===== config.mk =====
export PLATFORM = sky130hd
export DESIGN_NAME = uart_fifo_core
export DESIGN_NICKNAME = d
export VERILOG_FILES = /design/src/rtl/uart_pkg.sv /design/src/rtl/uart_sync_fifo.sv /design/src/rtl/uart_fifo_core.sv
export SDC_FILE = /design/constraint.sdc
export NUM_CORES = 1
export LEC_CHECK = 0
export ABC_CLOCK_PERIOD_IN_PS = 3650
export BUFFER_PORTS_ARGS = -buffer_cell sky130_fd_sc_hd__buf_2
export CAP_MARGIN = 20
export CORE_UTILIZATION = 45
export CTS_BUF_LIST = sky130_fd_sc_hd__clkbuf_4 sky130_fd_sc_hd__clkbuf_8
export CTS_CLUSTER_SIZE = 8
export DETAILED_ROUTE_END_ITERATION = 16
export MAX_ROUTING_LAYER = met4
export PLACE_DENSITY = 0.68
export SETUP_SLACK_MARGIN = 0.4
export SLEW_MARGIN = 10
export SYNTH_ARGS = -nofsm -noshare
export SYNTH_HDL_FRONTEND = slang
export SYNTH_SLANG_ARGS = --single-unit

===== constraint.sdc =====
create_clock -name clk -period 3.65 [get_ports clk]
set_input_delay 0.73 -clock clk [delete_from_list [all_inputs] [get_ports clk]]
set_output_delay 0.73 -clock clk [all_outputs]
set_load 0.005 [all_outputs]

===== src/rtl/uart_pkg.sv =====
// Shared UART definitions: FSM state encoding, parity modes and oversampling points.
package uart_pkg;

  typedef enum logic [2:0] {
    ST_IDLE,
    ST_START,
    ST_DATA,
    ST_PAR,
    ST_STOP
  } uart_state_e;

  localparam int PAR_NONE   = 0;
  localparam int PAR_EVEN   = 1;
  localparam int PAR_ODD    = 2;
  localparam int OVERSAMPLE = 16;
  localparam int START_MID  = 7;

  // Data is zero-extended to 8 bits, which leaves its XOR unchanged.
  function automatic logic calc_parity(input logic [7:0] d, input int mode);
    return (^d) ^ (mode == PAR_ODD);
  endfunction

endpackage


===== src/rtl/uart_sync_fifo.sv =====
// First-word-fall-through synchronous FIFO with registered full/empty flags.
// Push while full and pop while empty are ignored; the head reads 0 while empty.
module uart_sync_fifo #(
  parameter int DW = 8,
  parameter int AW = 4
) (
  input  logic          clk,
  input  logic          reset,
  input  logic          wr_i,
  input  logic [DW-1:0] wdata_i,
  input  logic          rd_i,
  output logic [DW-1:0] rdata_o,
  output logic          full_o,
  output logic          empty_o
);

  logic [DW-1:0] mem_q [2**AW];
  logic [AW-1:0] wptr_q, rptr_q, wptr_d, rptr_d;
  logic          full_q, empty_q, do_wr, do_rd;

  assign do_wr  = wr_i && !full_q;
  assign do_rd  = rd_i && !empty_q;
  assign wptr_d = wptr_q + 1'b1;
  assign rptr_d = rptr_q + 1'b1;

  always_ff @(posedge clk) begin
    if (do_wr) mem_q[wptr_q] <= wdata_i;
  end

  always_ff @(posedge clk) begin
    if (reset) begin
      wptr_q  <= '0;
      rptr_q  <= '0;
      full_q  <= 1'b0;
      empty_q <= 1'b1;
    end else begin
      if (do_wr) wptr_q <= wptr_d;
      if (do_rd) rptr_q <= rptr_d;
      if (do_wr && !do_rd) begin
        empty_q <= 1'b0;
        full_q  <= (wptr_d == rptr_q);
      end else if (do_rd && !do_wr) begin
        full_q  <= 1'b0;
        empty_q <= (rptr_d == wptr_q);
      end
    end
  end

  assign rdata_o = empty_q ? '0 : mem_q[rptr_q];
  assign full_o  = full_q;
  assign empty_o = empty_q;

endmodule


===== src/rtl/uart_fifo_core.sv =====
// Full-duplex 16x-oversampled UART with RX/TX FIFOs, optional parity, sticky errors and RX activity LED.
// Define UART_LOOPBACK_EN to route the TX line into the receiver when loopback = 1.
module uart_fifo_core
  import uart_pkg::*;
#(
  parameter int DBIT    = 8,
  parameter int SB_TICK = 16,
  parameter int DVSR    = 326,
  parameter int PARITY  = 0,
  parameter int FIFO_AW = 4,
  parameter int ACT_W   = 25
) (
  input  logic            clk,
  input  logic            reset,
  input  logic            rx,
  output logic            tx,
  input  logic [DBIT-1:0] w_data,
  input  logic            wr_uart,
  output logic            tx_full,
  input  logic            rd_uart,
  output logic [DBIT-1:0] r_data,
  output logic            rx_empty,
  output logic            frame_err,
  output logic            parity_err,
  output logic            overrun,
  input  logic            err_clr,
  output logic            act_led,
  input  logic            loopback
);

  localparam int TW = $clog2(DVSR);
  localparam int SW = $clog2((SB_TICK > OVERSAMPLE) ? SB_TICK : OVERSAMPLE);
  localparam int NW = $clog2(DBIT);

  logic [TW-1:0]    tick_q, tick_d;
  logic             s_tick;
  logic             rx_src, rx_sync1_q, rx_sync2_q;
  uart_state_e      rx_st_q, tx_st_q;
  logic [SW-1:0]    rx_cnt_q, tx_cnt_q;
  logic [NW-1:0]    rx_n_q, tx_n_q;
  logic [DBIT-1:0]  rx_sh_q, tx_sh_q, tx_head;
  logic             rx_par_q, rx_push_q, tx_par_q, tx_q;
  logic             rx_full, tx_empty, tx_load;
  logic             stop_evt, frame_evt, parity_evt, overrun_evt;
  logic             frame_err_q, parity_err_q, overrun_q;
  logic [ACT_W-1:0] act_q, act_d;

`ifdef UART_LOOPBACK_EN
  assign rx_src = loopback ? tx_q : rx;
  assign tx     = loopback ? 1'b1 : tx_q;
`else
  logic unused_loopback;
  assign unused_loopback = loopback;
  assign rx_src = rx;
  assign tx     = tx_q;
`endif

  assign s_tick = (tick_q == TW'(DVSR - 1));
  assign tick_d = s_tick ? '0 : tick_q + 1'b1;

  always_ff @(posedge clk) begin
    if (reset) begin
      tick_q     <= '0;
      rx_sync1_q <= 1'b1;
      rx_sync2_q <= 1'b1;
    end else begin
      tick_q     <= tick_d;
      rx_sync1_q <= rx_src;
      rx_sync2_q <= rx_sync1_q;
    end
  end

  // Receiver: start edge re-checked at mid-bit, then every 16 ticks samples mid-bit.
  always_ff @(posedge clk) begin
    if (reset) begin
      rx_st_q   <= ST_IDLE;
      rx_cnt_q  <= '0;
      rx_n_q    <= '0;
      rx_sh_q   <= '0;
      rx_par_q  <= 1'b0;
      rx_push_q <= 1'b0;
    end else begin
      rx_push_q <= 1'b0;
      case (rx_st_q)
        ST_IDLE: if (!rx_sync2_q) begin
          rx_st_q  <= ST_START;
          rx_cnt_q <= '0;
        end
        ST_START: if (s_tick) begin
          if (rx_cnt_q == SW'(START_MID)) begin
            rx_cnt_q <= '0;
            rx_n_q   <= '0;
            rx_st_q  <= rx_sync2_q ? ST_IDLE : ST_DATA;
          end else rx_cnt_q <= rx_cnt_q + 1'b1;
        end
        ST_DATA: if (s_tick) begin
          if (rx_cnt_q == SW'(OVERSAMPLE - 1)) begin
            rx_cnt_q <= '0;
            rx_sh_q  <= {rx_sync2_q, rx_sh_q[DBIT-1:1]};
            if (rx_n_q == NW'(DBIT - 1)) rx_st_q <= (PARITY != PAR_NONE) ? ST_PAR : ST_STOP;
            else rx_n_q <= rx_n_q + 1'b1;
          end else rx_cnt_q <= rx_cnt_q + 1'b1;
        end
        ST_PAR: if (s_tick) begin
          if (rx_cnt_q == SW'(OVERSAMPLE - 1)) begin
            rx_cnt_q <= '0;
            rx_par_q <= rx_sync2_q;
            rx_st_q  <= ST_STOP;
          end else rx_cnt_q <= rx_cnt_q + 1'b1;
        end
        ST_STOP: if (s_tick) begin
          if (rx_cnt_q == SW'(SB_TICK - 1)) begin
            rx_st_q   <= ST_IDLE;
            rx_push_q <= 1'b1;
          end else rx_cnt_q <= rx_cnt_q + 1'b1;
        end
        default: rx_st_q <= ST_IDLE;
      endcase
    end
  end

  assign stop_evt    = (rx_st_q == ST_STOP) && s_tick && (rx_cnt_q == SW'(SB_TICK - 1));
  assign frame_evt   = stop_evt && !rx_sync2_q;
  assign parity_evt  = stop_evt && (PARITY != PAR_NONE) &&
                       (rx_par_q != calc_parity(8'(rx_sh_q), PARITY));
  assign overrun_evt = rx_push_q && rx_full;

  // Loads only on a tick so every bit, the start bit included, lasts whole ticks.
  assign tx_load = !tx_empty && s_tick &&
                   ((tx_st_q == ST_IDLE) ||
                    ((tx_st_q == ST_STOP) && (tx_cnt_q == SW'(SB_TICK - 1))));

  always_ff @(posedge clk) begin
    if (reset) begin
      tx_st_q  <= ST_IDLE;
      tx_cnt_q <= '0;
      tx_n_q   <= '0;
      tx_sh_q  <= '0;
      tx_par_q <= 1'b0;
      tx_q     <= 1'b1;
    end else if (tx_load) begin
      tx_st_q  <= ST_START;
      tx_cnt_q <= '0;
      tx_sh_q  <= tx_head;
      tx_par_q <= calc_parity(8'(tx_head), PARITY);
      tx_q     <= 1'b0;
    end else if (s_tick) begin
      case (tx_st_q)
        ST_START: if (tx_cnt_q == SW'(OVERSAMPLE - 1)) begin
          tx_cnt_q <= '0;
          tx_n_q   <= '0;
          tx_q     <= tx_sh_q[0];
          tx_st_q  <= ST_DATA;
        end else tx_cnt_q <= tx_cnt_q + 1'b1;
        ST_DATA: if (tx_cnt_q == SW'(OVERSAMPLE - 1)) begin
          tx_cnt_q <= '0;
          if (tx_n_q == NW'(DBIT - 1)) begin
            tx_st_q <= (PARITY != PAR_NONE) ? ST_PAR : ST_STOP;
            tx_q    <= (PARITY != PAR_NONE) ? tx_par_q : 1'b1;
          end else begin
            tx_n_q  <= tx_n_q + 1'b1;
            tx_sh_q <= {1'b0, tx_sh_q[DBIT-1:1]};
            tx_q    <= tx_sh_q[1];
          end
        end else tx_cnt_q <= tx_cnt_q + 1'b1;
        ST_PAR: if (tx_cnt_q == SW'(OVERSAMPLE - 1)) begin
          tx_cnt_q <= '0;
          tx_st_q  <= ST_STOP;
          tx_q     <= 1'b1;
        end else tx_cnt_q <= tx_cnt_q + 1'b1;
        ST_STOP: if (tx_cnt_q == SW'(SB_TICK - 1)) begin
          tx_cnt_q <= '0;
          tx_st_q  <= ST_IDLE;
        end else tx_cnt_q <= tx_cnt_q + 1'b1;
        default: tx_st_q <= ST_IDLE;
      endcase
    end
  end

  assign act_d = rx_empty ? act_q : act_q + 1'b1;

  always_ff @(posedge clk) begin
    if (reset) begin
      frame_err_q  <= 1'b0;
      parity_err_q <= 1'b0;
      overrun_q    <= 1'b0;
      act_q        <= '0;
    end else begin
      frame_err_q  <= frame_evt   || (frame_err_q  && !err_clr);
      parity_err_q <= parity_evt  || (parity_err_q && !err_clr);
      overrun_q    <= overrun_evt || (overrun_q    && !err_clr);
      act_q        <= act_d;
    end
  end

  assign frame_err  = frame_err_q;
  assign parity_err = parity_err_q;
  assign overrun    = overrun_q;
  assign act_led    = act_q[ACT_W-1];

  uart_sync_fifo #(.DW(DBIT), .AW(FIFO_AW)) u_tx_fifo (
    .clk     (clk),
    .reset   (reset),
    .wr_i    (wr_uart),
    .wdata_i (w_data),
    .rd_i    (tx_load),
    .rdata_o (tx_head),
    .full_o  (tx_full),
    .empty_o (tx_empty)
  );

  uart_sync_fifo #(.DW(DBIT), .AW(FIFO_AW)) u_rx_fifo (
    .clk     (clk),
    .reset   (reset),
    .wr_i    (rx_push_q),
    .wdata_i (rx_sh_q),
    .rd_i    (rd_uart),
    .rdata_o (r_data),
    .full_o  (rx_full),
    .empty_o (rx_empty)
  );

endmodule


# ---- After elaboration in Yosys (flattened, before gate mapping)
# Memories as Yosys holds them, arrays and structs flattened. A register that Yosys moved wholly into a read port is not among the register bits.
# Index checks and enable logic that the tools add are counted.
dict set report totals {
  reg_bits 97
  ramBits 256
  n_memories 2
  wordCells 210
}
dict set report op_classes {
  eq_ne 43
  bitwise 3
  n_mux 69
  addsub 10
  n_reduce_logical 57
}
# name depth word_bits rd rd_clocked_by_memory_dff write_ports line
set mem_list {}
lappend mem_list {u_rx_fifo.mem_q 16 8 1 1 1 uart_sync_fifo.sv:17} ;# logic [DW-1:0] mem_q [2**AW];
lappend mem_list {u_tx_fifo.mem_q 16 8 1 1 1 uart_sync_fifo.sv:17}
# op n
set op_table {}
lappend op_table {{3-bit 2-to-1 mux} 22}
lappend op_table {{8-bit 2-to-1 mux} 7}
lappend op_table {{4-bit 2-to-1 mux} 12}
lappend op_table {{2-bit inequality test, second input constant} 17}
lappend op_table {{6-bit AND reduction} 5}
lappend op_table {{25-bit by 1-bit adder with 25-bit output, second input constant} 1}
lappend op_table {{4-bit by 1-bit adder with 4-bit output, second input constant} 6}
lappend op_table {{1-bit 2-to-1 mux} 21}
lappend op_table {{1-bit logical AND} 18}
lappend op_table {{4-bit equality test} 4}
lappend op_table {{4-bit one-hot mux with 4 select lines} 1}
lappend op_table {{3-bit one-hot mux with 5 select lines} 1}
lappend op_table {{2-bit nonzero test} 7}
lappend op_table {{3-bit by 2-bit equality test with 1-bit output, second input constant} 4}
lappend op_table {{3-bit equality test, second input constant} 4}
lappend op_table {{3-bit by 2-bit inequality test with 1-bit output, second input constant} 4}
lappend op_table {{3-bit one-hot mux with 2 select lines} 2}
lappend op_table {{3-bit one-hot mux with 4 select lines} 1}
lappend op_table {{1-bit zero test} 10}
lappend op_table {{10-bit AND reduction} 1}
lappend op_table {{9-bit by 1-bit adder with 9-bit output, second input constant} 1}
lappend op_table {{9-bit equality test, second input constant} 1}
lappend op_table {{4-bit equality test, second input constant} 2}
lappend op_table {{4-bit nonzero test} 2}
lappend op_table {{17 further kinds} 28}

# ---- Longest topological paths before layout
dict set report logic_depth {
  depth_word 8
  mapped_depth 11
  mapped_depth_nobuf 10
}

# ---- Cells and area by module
# A second synthesis with hierarchy kept.
dict set report hier_totals {
  hier_cells 1056
  area_unflattened_um2 15095.7
}
# module cells_per_inst seq_area_each_um2 instances area_each_um2
set modules_own_cells {}
lappend modules_own_cells {{uart_sync_fifo (u_tx_fifo)} 339 4124.0 1 5753.0}
lappend modules_own_cells {{uart_sync_fifo (u_rx_fifo)} 293 4124.0 1 5689.2}
lappend modules_own_cells {uart_fifo_core 424 1541.5 1 3653.5}

# ---- Least setup slack after synthesis
# OpenSTA, ideal clock, no wires.
dict set report synth_timing {
  path_kind {register to output}
  startpoint {register with a tool-made name}
  endpoint {output port r_data[0]}
  path_buffers 2
  required_ps 2920
  setup_slack_ps 995
  t_arrival_ps 1925
  path_stages_with_launch 6
  cell_sequence {dfxtp_1 > clkbuf_1 > buf_2 > mux4_2 > mux4_2 > nor2b_1}
}
# item line
set synth_lines {}
lappend synth_lines {{end, declared} uart_fifo_core.sv:21} ;# output logic [DBIT-1:0] r_data,

==> impl_metrics.yaml <==
finish:
  drive_above_1_share_pct: 23.5
  area_growth_pct: 14.0
  stdcell_count: 1555
  utilization_pct: 52.0
  finalNetCount: 1105
  antennaDiodeCount: 0
floorplanning:
  die_w_microns: 183
  die_area_sq_um: 33600
  ioPinCount: 30
  rows: 66
  core_sq_um: 32500
  start_util_pct: 45.6
  dieHeight_microns: 183
drt:
  drc: 0
  vias_per_cell: 5.28
  wl_per_cell_microns: 18.4
  drt_iter0_markers: 484
  num_vias: 8215
  first_pass_iters: 4
  ant_nets: 0
  routed_wl_microns: 28600
sta:
  timing.fmax_mhz: 303
  hold_violations: 0
  post-route-period-util_pct: 90.5
  setup_viol: 0
  skew_ns: 0.0630
  worst_slack_ns: 0.348
  tns_ns: 0
  drv_slew: 0
  worst_pin_slew_ns: 1.06
  period_needed_ns: 3.30
  rsz0062_at_grt: "true"
  slew_headroom_pct: 28.8
power:
  leakage_nw: 5.60
  power_mw: 8.02
  peakVddDrop_mv: 0.408
  power_density_nw_per_um2: 475
worst_hold_path:
  hp-class: "input pin to flop"
status:
  status: "finished clean"
yosys:
  synth-main-ff-cell: "edfxtp_1"
  synthSimpleGateAreaFrac_pct: 10.1
  synth_cells: 986
  syn-cell-area_sq_um: 14800
  synth_top_family_by_area: "multiplexers"
  synth.distinct_cells: 66
  synthTopCellsByArea: "edfxtp_1 (52%), dfxtp_1 (14%), mux4_2 (10%)"
  synth_edf_count: 256
  ys_ff_latch: 361
  syn_avg_cell_area_sq_um: 15.0
  synth_xor_area_share_pct: 3.55
  synth_compound_area_share_pct: 3.74
  yosysMostFrequentCell: "edfxtp_1"
  synth_common_cells: "edfxtp_1 (256), nor2_1 (109), dfxtp_1 (105)"
  synth_mux_area_share_pct: 13.0
  synth_fa_ha_area_share_pct: 1.77
  yosysSeqAreaShare_pct: 66.1
  async_reset_ff_share_pct: 0
  synth_nets: 1022
  synth_top_area_share_pct: 51.9
  synth_largest_area_cell: "edfxtp_1"
  synth_warnings: 0
clock_tree:
  clk_path_buf_depth: 3
  cts_root_buf: "clkbuf_8"
  htreeDepth: 2
  ctsHoldBuffers: 0
  clkTransAtPathRegs_ns: 0.06
  cts_buffers: 58
  clock_sinks: 361
  cts_tree: "yes"
  clkLatencyLatePin_ns: 0.63
global_route:
  overflow: 0
  grt_max_degree: 33
  grt_pass1_vias: 8295
  grt_pass1_wl_microns: 45100
  track_usage_pct: 17.8
  antenna_found_initial: 0
critical_path:
  crit_fanout: 5
  crit_arrival_ns: 2.57
  start_kind: "flop"
  worstPathRequired_ns: 2.92
  crit_type: "flop to output port"
  critPathCaptureType: "output port"
placed_design:
  numPortBuffers: 28
  gp_congestion: 0.759
  place_inst: 1448
  dp_hpwl_microns: 17900
  pre_cts_ws_ns: 0.738
job:
  maxCapViolCount: 0
cell usage in the layout, fill, tap and decap left out, drive strengths merged, types with 5 or more instances in the layout:
cell    count
dfxtp     105
and3        7
mux4       68
nor3b       6
xor2       42
xnor2      18
nor3       19
nand2b     14
nand2      44
inv        14
clkinv      8
clkbuf     96
nor2b      18
o21ai      17
nor4b       5
edfxtp    256
mux2i      34
buf        67
nand4      12
a21oi      30
a211oi      9
nor4        7
nand3      23
mux2        5
nor2      111
ha         21
worst max-delay path, cell delays in order (launching register included):
cell	delay [ns]
dfxtp_4	0.43
clkbuf_16	0.18
mux4_2	0.51
mux4_2	0.50
nor2b_1	0.17
buf_2	0.17
sequential cells by signal, summed over array words and instances (netlist names), 8 cells and up, named ones only:
signal	count
u_rx_fifo.mem_q	128
u_tx_fifo.mem_q	128
act_q	25
tick_q	9
rx_sh_q	8
tx_sh_q	8
per-layer routing:
metal  routed length (microns)  part of all wire [%]  global-route usage [%]  vias up
met2                     14000                    49                    29.2      165
met1                     12700                    44                    22.4     4081
met5                         0                     0                       -        -
met3                      1170                   4.1                    3.03       50
met4                       699                   2.4                    6.30        0
li1                          -                     -                       -     3919
area by class of cell:
cell class / count / area (sq um)
Inverter: 12 / 45.0
Multi-Input combinational cell: 567 / 4780
Tap cell: 442 / 553
Fill cell: 2649 / 15600
Timing Repair Buffer: 69 / 528
Clock inverter: 10 / 75.1
Clock buffer: 94 / 1110
Sequential cell: 361 / 9790
cell families after synthesis:
logic type      Yosys count
xor+xnor                 60
flops                   361
fa+ha+maj                21
mux                     107
simple gates            294
compound gates           85
buf+inv                  58
final timing paths:
kind | from | to | slack (ns) | cells after the start
setup / recovery | flop | r_data[2] | 0.35 | 5
hold / removal | rx | rx_sync1_q$_SDFF_PP1_ | 0.34 | 2
setup reg to reg | tick_q[0]$_SDFF_PP0_ | u_tx_fifo.full_o$_SDFFE_PP0P_ | 1.29 | 9
hold reg to reg | rx_sync1_q$_SDFF_PP1_ | rx_sync2_q$_SDFF_PP1_ | 0.44 | 1
timing repair:
item | in CTS | in global routing
setup endpoints to repair | 8 | 8
hold endpoints to repair | 0 | 0
gates resized for setup | 2 | 3
setup buffers | 1 | 0
cloned | 0 | 2
power by group:
group,internal (mW),switching [mW],total [mW]
logic,0.0501,0.0881,0.138
registers,4.39,0.0170,4.40
clock network,1.93,1.54,3.48
total,6.37,1.65,8.02
through the flow:
| step | hold slack (ns) | cell area (sq um) |
|---|---|---|
| after global routing | 0.313 | 16900 |
| final | 0.338 | 16900 |
| after floorplan | 0.389 | 14800 |
| after CTS | 0.304 | 16800 |
| after detailed placement | 0.428 | 15600 |
| after global placement | 0.423 | 15600 |
Power figures use the tool's default switching activity.
